`src/rtl/load_store_unit.sv`:
```
// Load/store unit: turns a MemRead/MemWrite instruction into one bus transaction and formats the data.
// Latency: Stall is high for at least 3 cycles (accept, request, response); the result is shown in DONE.
// Backpressure: request fields are held while bus_ready is low; bus_rvalid is awaited; abort after TIMEOUT_CYCLES.
module load_store_unit #(
    parameter int TIMEOUT_CYCLES = 255
) (
    input  logic        clock,
    input  logic        reset,
    input  logic        MemRead,
    input  logic        MemWrite,
    input  logic [2:0]  funct3,
    input  logic [31:0] ALUResult,
    input  logic [31:0] WriteData,
    output logic [31:0] ReadData,
    output logic        Stall,
    output logic        Fault,
    output logic        bus_valid,
    input  logic        bus_ready,
    output logic        bus_we,
    output logic [31:0] bus_addr,
    output logic [31:0] bus_wdata,
    output logic [3:0]  bus_wstrb,
    input  logic        bus_rvalid,
    input  logic [31:0] bus_rdata
);

    typedef enum logic [1:0] {
        IDLE = 2'd0,
        REQ  = 2'd1,
        RESP = 2'd2,
        DONE = 2'd3
    } state_t;

    state_t      state;
    logic [15:0] tmo_cnt;
    logic [2:0]  lat_funct3;
    logic [1:0]  lat_off;
    logic [31:0] rdata_q;

    logic        f3_legal;
    logic        misaligned;
    logic        accept;
    logic        idle_err;
    logic        busy;
    logic        timeout_hit;
    logic [16:0] tmo_next;
    logic [31:0] st_wdata;
    logic [3:0]  st_wstrb;
    logic [7:0]  ld_byte;
    logic [15:0] ld_half;
    logic [31:0] ld_fmt;

    // Decode the instruction presented in IDLE: legality, alignment, accept or fault.
    always_comb begin
        f3_legal = 1'b0;
        if (MemWrite) begin
            case (funct3)
                3'b000, 3'b001, 3'b010: f3_legal = 1'b1;
                default:                f3_legal = 1'b0;
            endcase
        end else begin
            case (funct3)
                3'b000, 3'b001, 3'b010, 3'b100, 3'b101: f3_legal = 1'b1;
                default:                                f3_legal = 1'b0;
            endcase
        end
        case (funct3[1:0])
            2'b01:   misaligned = ALUResult[0];
            2'b10:   misaligned = (ALUResult[1:0] != 2'b00);
            default: misaligned = 1'b0;
        endcase
        // Gated by reset so Stall/Fault fall asynchronously with it.
        accept   = reset && (state == IDLE) && (MemRead ^ MemWrite) && f3_legal && !misaligned;
        idle_err = reset && (state == IDLE) && (MemRead | MemWrite) && !accept;
    end

    // Replicate store data across the word and build the byte enables from the low address bits.
    always_comb begin
        case (funct3[1:0])
            2'b00: begin
                st_wdata = {4{WriteData[7:0]}};
                st_wstrb = 4'b0001 << ALUResult[1:0];
            end
            2'b01: begin
                st_wdata = {2{WriteData[15:0]}};
                st_wstrb = ALUResult[1] ? 4'b1100 : 4'b0011;
            end
            default: begin
                st_wdata = WriteData;
                st_wstrb = 4'b1111;
            end
        endcase
    end

    // Select and extend the loaded byte/half using the latched size and offset.
    always_comb begin
        case (lat_off)
            2'd0:    ld_byte = bus_rdata[7:0];
            2'd1:    ld_byte = bus_rdata[15:8];
            2'd2:    ld_byte = bus_rdata[23:16];
            default: ld_byte = bus_rdata[31:24];
        endcase
        ld_half = lat_off[1] ? bus_rdata[31:16] : bus_rdata[15:0];
        case (lat_funct3)
            3'b000:  ld_fmt = {{24{ld_byte[7]}}, ld_byte};
            3'b001:  ld_fmt = {{16{ld_half[15]}}, ld_half};
            3'b100:  ld_fmt = {24'd0, ld_byte};
            3'b101:  ld_fmt = {16'd0, ld_half};
            default: ld_fmt = bus_rdata;
        endcase
    end

    // Timeout fires on the TIMEOUT_CYCLES-th cycle spent in REQ plus RESP.
    always_comb begin
        busy        = (state == REQ) || (state == RESP);
        tmo_next    = {1'b0, tmo_cnt} + 17'd1;
        timeout_hit = busy && (tmo_next == 17'(TIMEOUT_CYCLES));
    end

    // Outputs decoded from the state register; bus_valid is masked on an aborting cycle
    // so an abandoned request can never be accepted by the slave.
    always_comb begin
        bus_valid = (state == REQ) && !timeout_hit;
        Stall     = accept || (busy && !timeout_hit);
        Fault     = idle_err || timeout_hit;
        ReadData  = (state == DONE) ? rdata_q : 32'd0;
    end

    // Transaction FSM: latch request in IDLE, handshake in REQ, capture response in RESP.
    always_ff @(posedge clock or negedge reset) begin
        if (!reset) begin
            state      <= IDLE;
            tmo_cnt    <= 16'd0;
            lat_funct3 <= 3'd0;
            lat_off    <= 2'd0;
            rdata_q    <= 32'd0;
            bus_we     <= 1'b0;
            bus_addr   <= 32'd0;
            bus_wdata  <= 32'd0;
            bus_wstrb  <= 4'd0;
        end else begin
            case (state)
                IDLE: begin
                    if (accept) begin
                        bus_addr   <= {ALUResult[31:2], 2'b00};
                        bus_we     <= MemWrite;
                        bus_wdata  <= MemWrite ? st_wdata : 32'd0;
                        bus_wstrb  <= MemWrite ? st_wstrb : 4'd0;
                        lat_funct3 <= funct3;
                        lat_off    <= ALUResult[1:0];
                        tmo_cnt    <= 16'd0;
                        rdata_q    <= 32'd0;
                        state      <= REQ;
                    end
                end
                REQ: begin
                    if (timeout_hit) begin
                        state <= IDLE;
                    end else begin
                        tmo_cnt <= tmo_next[15:0];
                        if (bus_ready) begin
                            state <= RESP;
                        end
                    end
                end
                RESP: begin
                    if (timeout_hit) begin
                        state <= IDLE;
                    end else begin
                        tmo_cnt <= tmo_next[15:0];
                        if (bus_rvalid) begin
                            rdata_q <= bus_we ? 32'd0 : ld_fmt;
                            state   <= DONE;
                        end
                    end
                end
                default: begin
                    // DONE lasts one cycle so the same instruction is never reissued.
                    state <= IDLE;
                end
            endcase
        end
    end

endmodule

```
`config.mk`:
```
export PLATFORM = sky130hd
export DESIGN_NAME = load_store_unit
export DESIGN_NICKNAME = d
export VERILOG_FILES = /design/src/rtl/load_store_unit.sv
export SDC_FILE = /design/constraint.sdc
export NUM_CORES = 1
export LEC_CHECK = 0
export CAP_MARGIN = 25
export CORE_UTILIZATION = 45
export CTS_CLUSTER_DIAMETER = 60
export DETAILED_ROUTE_END_ITERATION = 8
export GPL_ROUTABILITY_DRIVEN = 0
export PLACE_DENSITY = 0.8
export SETUP_SLACK_MARGIN = 0.4
export SYNTH_ARGS = -nofsm -noshare
export SYNTH_HDL_FRONTEND = slang
export SYNTH_SLANG_ARGS = --single-unit
```
`constraint.sdc`:
```
create_clock -name clock -period 3 [get_ports clock]
set_input_delay 0.3 -clock clock [delete_from_list [all_inputs] [get_ports clock]]
set_output_delay 0.3 -clock clock [all_outputs]
set_load 0.1 [all_outputs]
```
* Word level (Yosys, flattened, before mapping)
Cells that the tools add are included.
** Word-level totals
- Bits in registers :: 122
- Latch bits :: 0
- Memory bits (writable) :: 0
- Bits in read-only memories :: 0
- Input port bits :: 105
- Output and inout port bits :: 104
- Word-level logic and storage cells :: 91
- Memories :: 0
** Cells by class
- Add/subtract/negate cells :: 1
- $mul :: 0
- Divide/modulo/power cells :: 0
- Magnitude comparators :: 0
- Eq/ne operators :: 21
- Shift-type cells :: 1
- Multiplexer cells :: 27
- Bitwise gates (word level) :: 2
- Reductions and logical operators :: 30
** Operators by type and width (number)
- $mux 32 :: 6
- $pmux 32 s2 :: 2
- $pmux 32 s4 :: 1
- $mux 16 :: 3
- $pmux 16 s2 :: 1
- $pmux 8 s3 :: 1
- $add 16x1->17 const B :: 1
- $eq 17x8->1 const B :: 1
- $eq 3x3->1 const B :: 4
- $mux 2 :: 5
- $logic_and 1x1->1 :: 9
- $eq 2x2->1 const B :: 4
- $mux 4 :: 2
- $ne 2x2->1 const B :: 4
- $pmux 4 s2 :: 1
- $eq 2x1->1 const B :: 3
- $eq 3x1->1 const B :: 2
- $logic_not 2->1 :: 3
- $logic_not 3->1 :: 2
- $ne 3x3->1 const B :: 2
- $pmux 2 s3 :: 1
- $reduce_and 3->1 :: 2
- $reduce_bool 2->1 :: 3
- $reduce_or 5->1 :: 1
- other kinds (12) :: 18

* Longest topological paths before layout
Gate-level depths: netlist of the first run.
- Word-level depth :: 9
- Mapped depth :: 12

* Worst setup path after synthesis of the first run
Ideal clock, no wire load.
- Path type :: register to output
- From :: reg tmo_cnt[0]
- To :: out Stall
- Arrival :: 3.861 ns
- Data required time :: 2.700 ns
- Path slack :: -1.161 ns
- Cell stages (with the launch flop) :: 9
- Path through :: dfrtp_1 -> ha_1 -> nand2_1 -> or3_1 -> clkbuf_2 -> nor3b_1 -> o2111ai_2 -> nor2_1 -> o21ai_0
** On the way
- Longest elaborated chain between the ends :: 6
** Ends and longest elaborated chain
- start: declaration :: RTL line 35 : logic [15:0] tmo_cnt;
- start signal: assignment :: RTL line 160 : tmo_cnt <= tmo_next[15:0];
- start signal: assignment :: RTL line 170 : tmo_cnt <= tmo_next[15:0];
- $add 16x1->17 :: RTL line 116 : tmo_next = {1'b0, tmo_cnt} + 17'd1;
- $eq 17x8->1 :: RTL line 117 : timeout_hit = busy && (tmo_next == 17'(TIMEOUT_CYCLES));
- $logic_and 1x1->1 :: RTL line 117
- $logic_not 1->1 :: RTL line 124 : Stall = accept || (busy && !timeout_hit);
- $logic_and 1x1->1 :: RTL line 124
- $logic_or 1x1->1 :: RTL line 124
- end: declaration :: RTL line 15 : output logic Stall,
No other way between the ends.

* Final worst setup path of the first run
Ends and elaborated chain as after synthesis.

==> results of run 1 <==
-- layout make-up --
cell class	instances	area (um2)	area share, %
inverters	23	86.33	0.8888
well taps	180	225.2	2.319
clock buffers	22	484.2	4.985
clock inverters	9	160.2	1.649
multi-input cells	470	3353	34.52
repair buffers	258	2342	24.11
flip-flops and latches	122	3062	31.52
-- final timing paths --
check,start,slack (ns),to,depth (start not counted)
min in group clock,bus_wdata[15]$_DFFE_PN0P_,0.48,bus_wdata[15]$_DFFE_PN0P_,2
max in group asynchronous,reset,1.56,tmo_cnt[13]$_DFFE_PN0P_,3
max reg2reg,tmo_cnt[0]$_DFFE_PN0P_,0.44,rdata_q[25]$_DFFE_PN0P_,13
min reg2reg,bus_wdata[15]$_DFFE_PN0P_,0.48,bus_wdata[15]$_DFFE_PN0P_,2
min,reset,0.13,rdata_q[31]$_DFFE_PN0P_,2
max,tmo_cnt[0]$_DFFE_PN0P_,0.15,Stall,10
-- cell families (layout without fill, tap and decap cells) --
| kind of cell | Yosys count | after routing | share of synthesized area (%) |
|---|---|---|---|
| simple gates | 209 | 212 | 16.48 |
| xor+xnor | 3 | 3 | 0.4077 |
| mux | 45 | 45 | 7.822 |
| fa+ha+maj | 11 | 11 | 2.135 |
| compound gates | 197 | 197 | 20.75 |
| other cells | 1 | 2 | 0.05817 |
| buf+inv | 77 | 312 | 4.988 |
| flops | 122 | 122 | 47.36 |
-- what timing repair did --
item                       4_1_cts  5_1_grt
cloned                           0        4
setup endpoints to repair       45       60
setup buffers                   19        5
pin swaps                       11       16
resized for setup               33       21
hold buffers                     0        0
-- Yosys cell counts, types with 11 or more instances --
| cell | n | area (um2) |
|---|---|---|
| o31ai_1 | 27 | 202.7 |
| dfrtp_1 | 122 | 3053 |
| clkbuf_1 | 34 | 127.6 |
| mux2_2 | 33 | 371.6 |
| a21oi_1 | 38 | 190.2 |
| inv_1 | 22 | 82.58 |
| o21ai_0 | 41 | 205.2 |
| nand2_1 | 88 | 330.3 |
| o22ai_1 | 21 | 131.4 |
| nand2b_1 | 13 | 81.33 |
| nor2_1 | 23 | 86.33 |
| and2_1 | 35 | 219.0 |
| ha_1 | 11 | 137.6 |
| a32o_1 | 17 | 170.2 |
| mux2i_1 | 11 | 110.1 |
-- registers in the layout, summed over array words and instances, names as in the netlist --
signal      cells
bus_wstrb       4
bus_wdata      32
state           2
rdata_q        32
tmo_cnt        16
lat_funct3      3
lat_off         2
bus_addr       30
bus_we          1
-- layer usage --
layer	global-route usage [%]	up-vias
li1	-	2852
met1	33.21	3066
met2	44.96	387
met3	6.835	64
met4	12.42	0
met5	0	-
-- power by group --
group | total (mW) | internal (mW) | leakage (nW) | switching, mW
Clock | 2.25 | 1.48 | 0.317 | 0.767
Sequential | 2.85 | 2.37 | 1.58 | 0.484
Combinational | 7.32 | 1.94 | 2.43 | 5.38
Total | 12.4 | 5.79 | 4.32 | 6.63
-- worst max-delay path: stages, from the launching register on --
cell and delay [ns]:
dfrtp_1 0.34, buf_4 0.13, ha_4 0.15, buf_4 0.12, nand3_1 0.12, nand2b_1 0.22, a21oi_2 0.23, o2111ai_4 0.18
nor2_2 0.36, o21ai_4 0.09, buf_12 0.17
==> results.json, run 1 <==
{
  "tightest_slew_ns": 1.020,
  "cts.htree.levels": 4,
  "place_inst": 1025,
  "drc": 0,
  "path_max_fanout": 5,
  "placed_cell_area_um2": 8621,
  "crit_arrival_ns": 2.55,
  "finalSetupViolations": 0,
  "synth_ff_type": "dfrtp_1",
  "setup_slack_ns": 0.1487,
  "grt_pass1_wl_um": 30980,
  "fillers": 992,
  "post-route-util_pct": 69.70,
  "mostFrequentLayoutCell": "clkdlybuf4s50_1",
  "clk_latency_ns": 0.42,
  "avgSynthCellArea_um2": 9.694,
  "finClkSkew_ns": 0.007019,
  "fin_crit_sh_pct": 95.04,
  "core_area_um2": 13930,
  "wl_met3_um": 1762,
  "vdd_ir_drop_max_uv": 1272,
  "final_max_slew_viol_count": 0,
  "hold_viol": 0,
  "dpl.hpwl_um": 13550,
  "grt_util_all_layers_pct": 27.12,
  "synth_edf_count": 0,
  "ant_nets": 0,
  "top_layer_used": "met4",
  "num_vias": 6369,
  "pre_cts_ws_ns": 0.03865,
  "cp.required_ns": 2.70,
  "layout_min_cycle_time_ns": 2.851,
  "grt_pass1_vias": 6100,
  "synth_seq_area_share_pct": 47.36,
  "dieArea_um2": 14810,
  "numPortBuffers": 206,
  "cts_tree": "built",
  "clockBufferDepth": 2,
  "wl_met2_um": 9914,
  "synth-seq-cells": 122,
  "grt-ovfl-total": 0,
  "drt_iter0_drc": 695,
  "synthArstFlopShare_pct": 100.0,
  "status": "finished clean",
  "yosysWarningCount": 0,
  "hold_class": "in -> async",
  "ys_types": 59,
  "final.setup.tns_ns": 0,
  "drtPass1Iterations": 5,
  "whs_ns": 0.1295,
  "grt_max_degree": 101,
  "cts.sinks": 122,
  "area_growth_pct": 50.68,
  "avgRoutedWirePerCell_um": 18.89,
  "clkTransAtPathRegs_ns": 0.06,
  "drv_cap": 0,
  "finish.instance_area_um2": 9713,
  "grt_antenna_before_repair": 0,
  "initial_utilization_pct": 46.26,
  "synth_cells": 665,
  "rsz0062_at_grt": "yes",
  "power_leakage_nw": 4.323,
  "powerDensity_nw_per_um2": 1278,
  "synth_area_um2": 6446,
  "vias_per_cell": 5.875,
  "instances_no_fill": 1084,
  "max_freq_mhz": 350.7,
  "cts_made_buffers": 17,
  "die_h_um": 121.7,
  "cp-start-kind": "flip-flop",
  "fp-row-count": 43,
  "cp-end-kind": "primary output",
  "nNetsFinal": 1008,
  "diodes": 0,
  "finalWirelength_um": 20480,
  "relSlewSlack_pct": 31.78,
  "wl_met1_um": 8133,
  "dieWidth_um": 121.7,
  "num_io_pins": 209,
  "crit_type": "reg -> out",
  "final_cell_mix": "clkdlybuf4s50_1 (133), dfrtp_1 (115), buf_4 (115)",
  "root_buffer": "clkbuf_16",
  "fin_total_pwr_mw": 12.42,
  "layout-drive-gt1-share_pct": 26.44
}
(Power assumes the default switching activity.)
==> run 2, diff against run 1 <==
HOLD_SLACK_MARGIN = 0.12   (was not set)
PLACE_DENSITY = 0.77   (was 0.8)
SETUP_SLACK_MARGIN = not set   (was 0.4)
==> run 2 against run 1 <==
  * Clock power shrank 8%
  * Sequential cell count is the same
  * Hold slack gained 0.35 ns
  * Cell count shrank 1.9%
  * Largest cell class unchanged
  * Clock skew is essentially flat
  * Final area shrank 4.0%
  * Register-to-register slack lost 0.21 ns
==> results.json, run 2 (synthesis gave the netlist of run 1 again) <==
{
  "status": "finished clean",
  "tightest_slew_ns": 0.9849,
  "hold_class": "reg -> reg",
  "die_h_um": 121.7,
  "power_leakage_nw": 4.137,
  "cp-end-kind": "primary output",
  "grt_antenna_before_repair": 0,
  "grt_pass1_wl_um": 29970,
  "clk_latency_ns": 0.42,
  "finalWirelength_um": 19090,
  "num_vias": 6002,
  "dieWidth_um": 121.7,
  "clockBufferDepth": 2,
  "use_met3_pct": 7.491,
  "cts.sinks": 122,
  "finClkSkew_ns": 0.006919,
  "use_met1_pct": 33.35,
  "cp-start-kind": "flip-flop",
  "powerDensity_nw_per_um2": 1283,
  "cts_tree": "built",
  "diodes": 0,
  "rsz0062_at_grt": "yes",
  "crit_arrival_ns": 2.62,
  "grt_max_degree": 78,
  "instances_no_fill": 1063,
  "vias_per_cell": 5.646,
  "drt_iter0_drc": 410,
  "area_growth_pct": 44.66,
  "busiest_layer": "met2",
  "path_max_fanout": 10,
  "cts.htree.levels": 4,
  "grt_pass1_vias": 5902,
  "max_freq_mhz": 342.1,
  "layout-drive-gt1-share_pct": 23.90,
  "relSlewSlack_pct": 34.14,
  "clkTransAtPathRegs_ns": 0.05,
  "grt-ovfl-total": 0,
  "nNetsFinal": 986,
  "fp-row-count": 43,
  "core_area_um2": 13930,
  "drtPass1Iterations": 5,
  "fin_crit_sh_pct": 97.45,
  "cp.required_ns": 2.70,
  "dpl.hpwl_um": 13590,
  "crit_type": "reg -> out",
  "grt_use_met2_pct": 41.02,
  "ant_nets": 0,
  "num_io_pins": 209,
  "numPortBuffers": 206,
  "post-route-util_pct": 66.92,
  "dieArea_um2": 14810,
  "fillers": 1105,
  "final_max_slew_viol_count": 0,
  "cts_made_buffers": 17,
  "layout_min_cycle_time_ns": 2.923,
  "vdd_ir_drop_max_uv": 1150,
  "mostFrequentLayoutCell": "clkdlybuf4s50_1",
  "drc": 0,
  "root_buffer": "clkbuf_16",
  "final_cell_mix": "clkdlybuf4s50_1 (125), dfrtp_1 (113), buf_4 (108)",
  "finalSetupViolations": 0,
  "initial_utilization_pct": 46.26,
  "hold_viol": 0,
  "place_inst": 1019,
  "reg_top3": "bus_wdata (32), rdata_q (32), bus_addr (30)",
  "avgRoutedWirePerCell_um": 17.96,
  "drv_cap": 0,
  "grt_util_all_layers_pct": 26.14
}
==> run 2: worst paths after layout <==
kind	startpoint	endpoint	depth (start not counted)	slack, ns
max in group asynchronous	reset	tmo_cnt[7]$_DFFE_PN0P_	5	1.41
min in group asynchronous	reset	bus_addr[23]$_DFFE_PN0P_	3	0.58
worst min-delay path	bus_wdata[28]$_DFFE_PN0P_	bus_wdata[28]$_DFFE_PN0P_	2	0.48
worst min register to register	bus_wdata[28]$_DFFE_PN0P_	bus_wdata[28]$_DFFE_PN0P_	2	0.48
worst max-delay path	tmo_cnt[13]$_DFFE_PN0P_	Fault	9	0.08
worst max register to register	tmo_cnt[13]$_DFFE_PN0P_	rdata_q[26]$_DFFE_PN0P_	9	0.23
==> run 2: final cells by class <==
cell class | instances | area, um2 | area share [%]
multi-input combinational | 467 | 3171 | 34.00
sequential | 122 | 3064 | 32.86
timing repair buffer | 239 | 2180 | 23.37
clock buffer | 22 | 484.2 | 5.193
tap | 180 | 225.2 | 2.415
clock inverter | 10 | 115.1 | 1.234
inverter | 23 | 86.33 | 0.9258
==> run 2: routing by layer <==
| metal | share of wire [%] | vias up |
|---|---|---|
| met5 | 0 | - |
| met3 | 8.4 | 36 |
| met4 | 2.7 | 0 |
| met2 | 47 | 266 |
| met1 | 42 | 2905 |
| li1 | - | 2795 |
==> run 2: critical path: stages (launching register included) <==
cell     delay, ns
dfrtp_1       0.45
nand4_1       0.26
nor4_2        0.38
xnor2_1       0.20
o21ai_0       0.13
buf_4         0.17
nor3_4        0.17
buf_12        0.15
a41o_2        0.12
buf_12        0.18
==> run 2: stage by stage <==
step	setup slack (ns)	hold WS, ns	setup TNS (ns)	area, um2	power (mW)
finish	0.07655	0.4830	0	9325	11.97
global route	-0.03440	0.4886	-0.03440	9325	12.47
CTS	0.01702	0.4741	0	9216	11.97
detailed placement	-0.04725	0.4730	-0.1744	8519	9.824
global placement	0.05726	0.4643	0	8519	9.686
floorplan	-0.4041	0.004409	-0.4041	6454	8.076
==> run 2: timing repair <==
item / in CTS / in global routing
gates cloned: 0 / 0
hold endpoints to repair: 45 / 0
setup endpoints to repair: 3 / 20
gates resized for setup: 11 / 13
buffers inserted: 4 / 5
pin swaps: 2 / 3
hold buffers: 1 / 0
==> run 2: report_power, final <==
group	switching, mW	total, mW	internal, mW	leakage (nW)
Clock	0.759	2.07	1.31	0.289
Sequential	0.495	2.87	2.37	1.58
Combinational	5.22	7.03	1.81	2.27
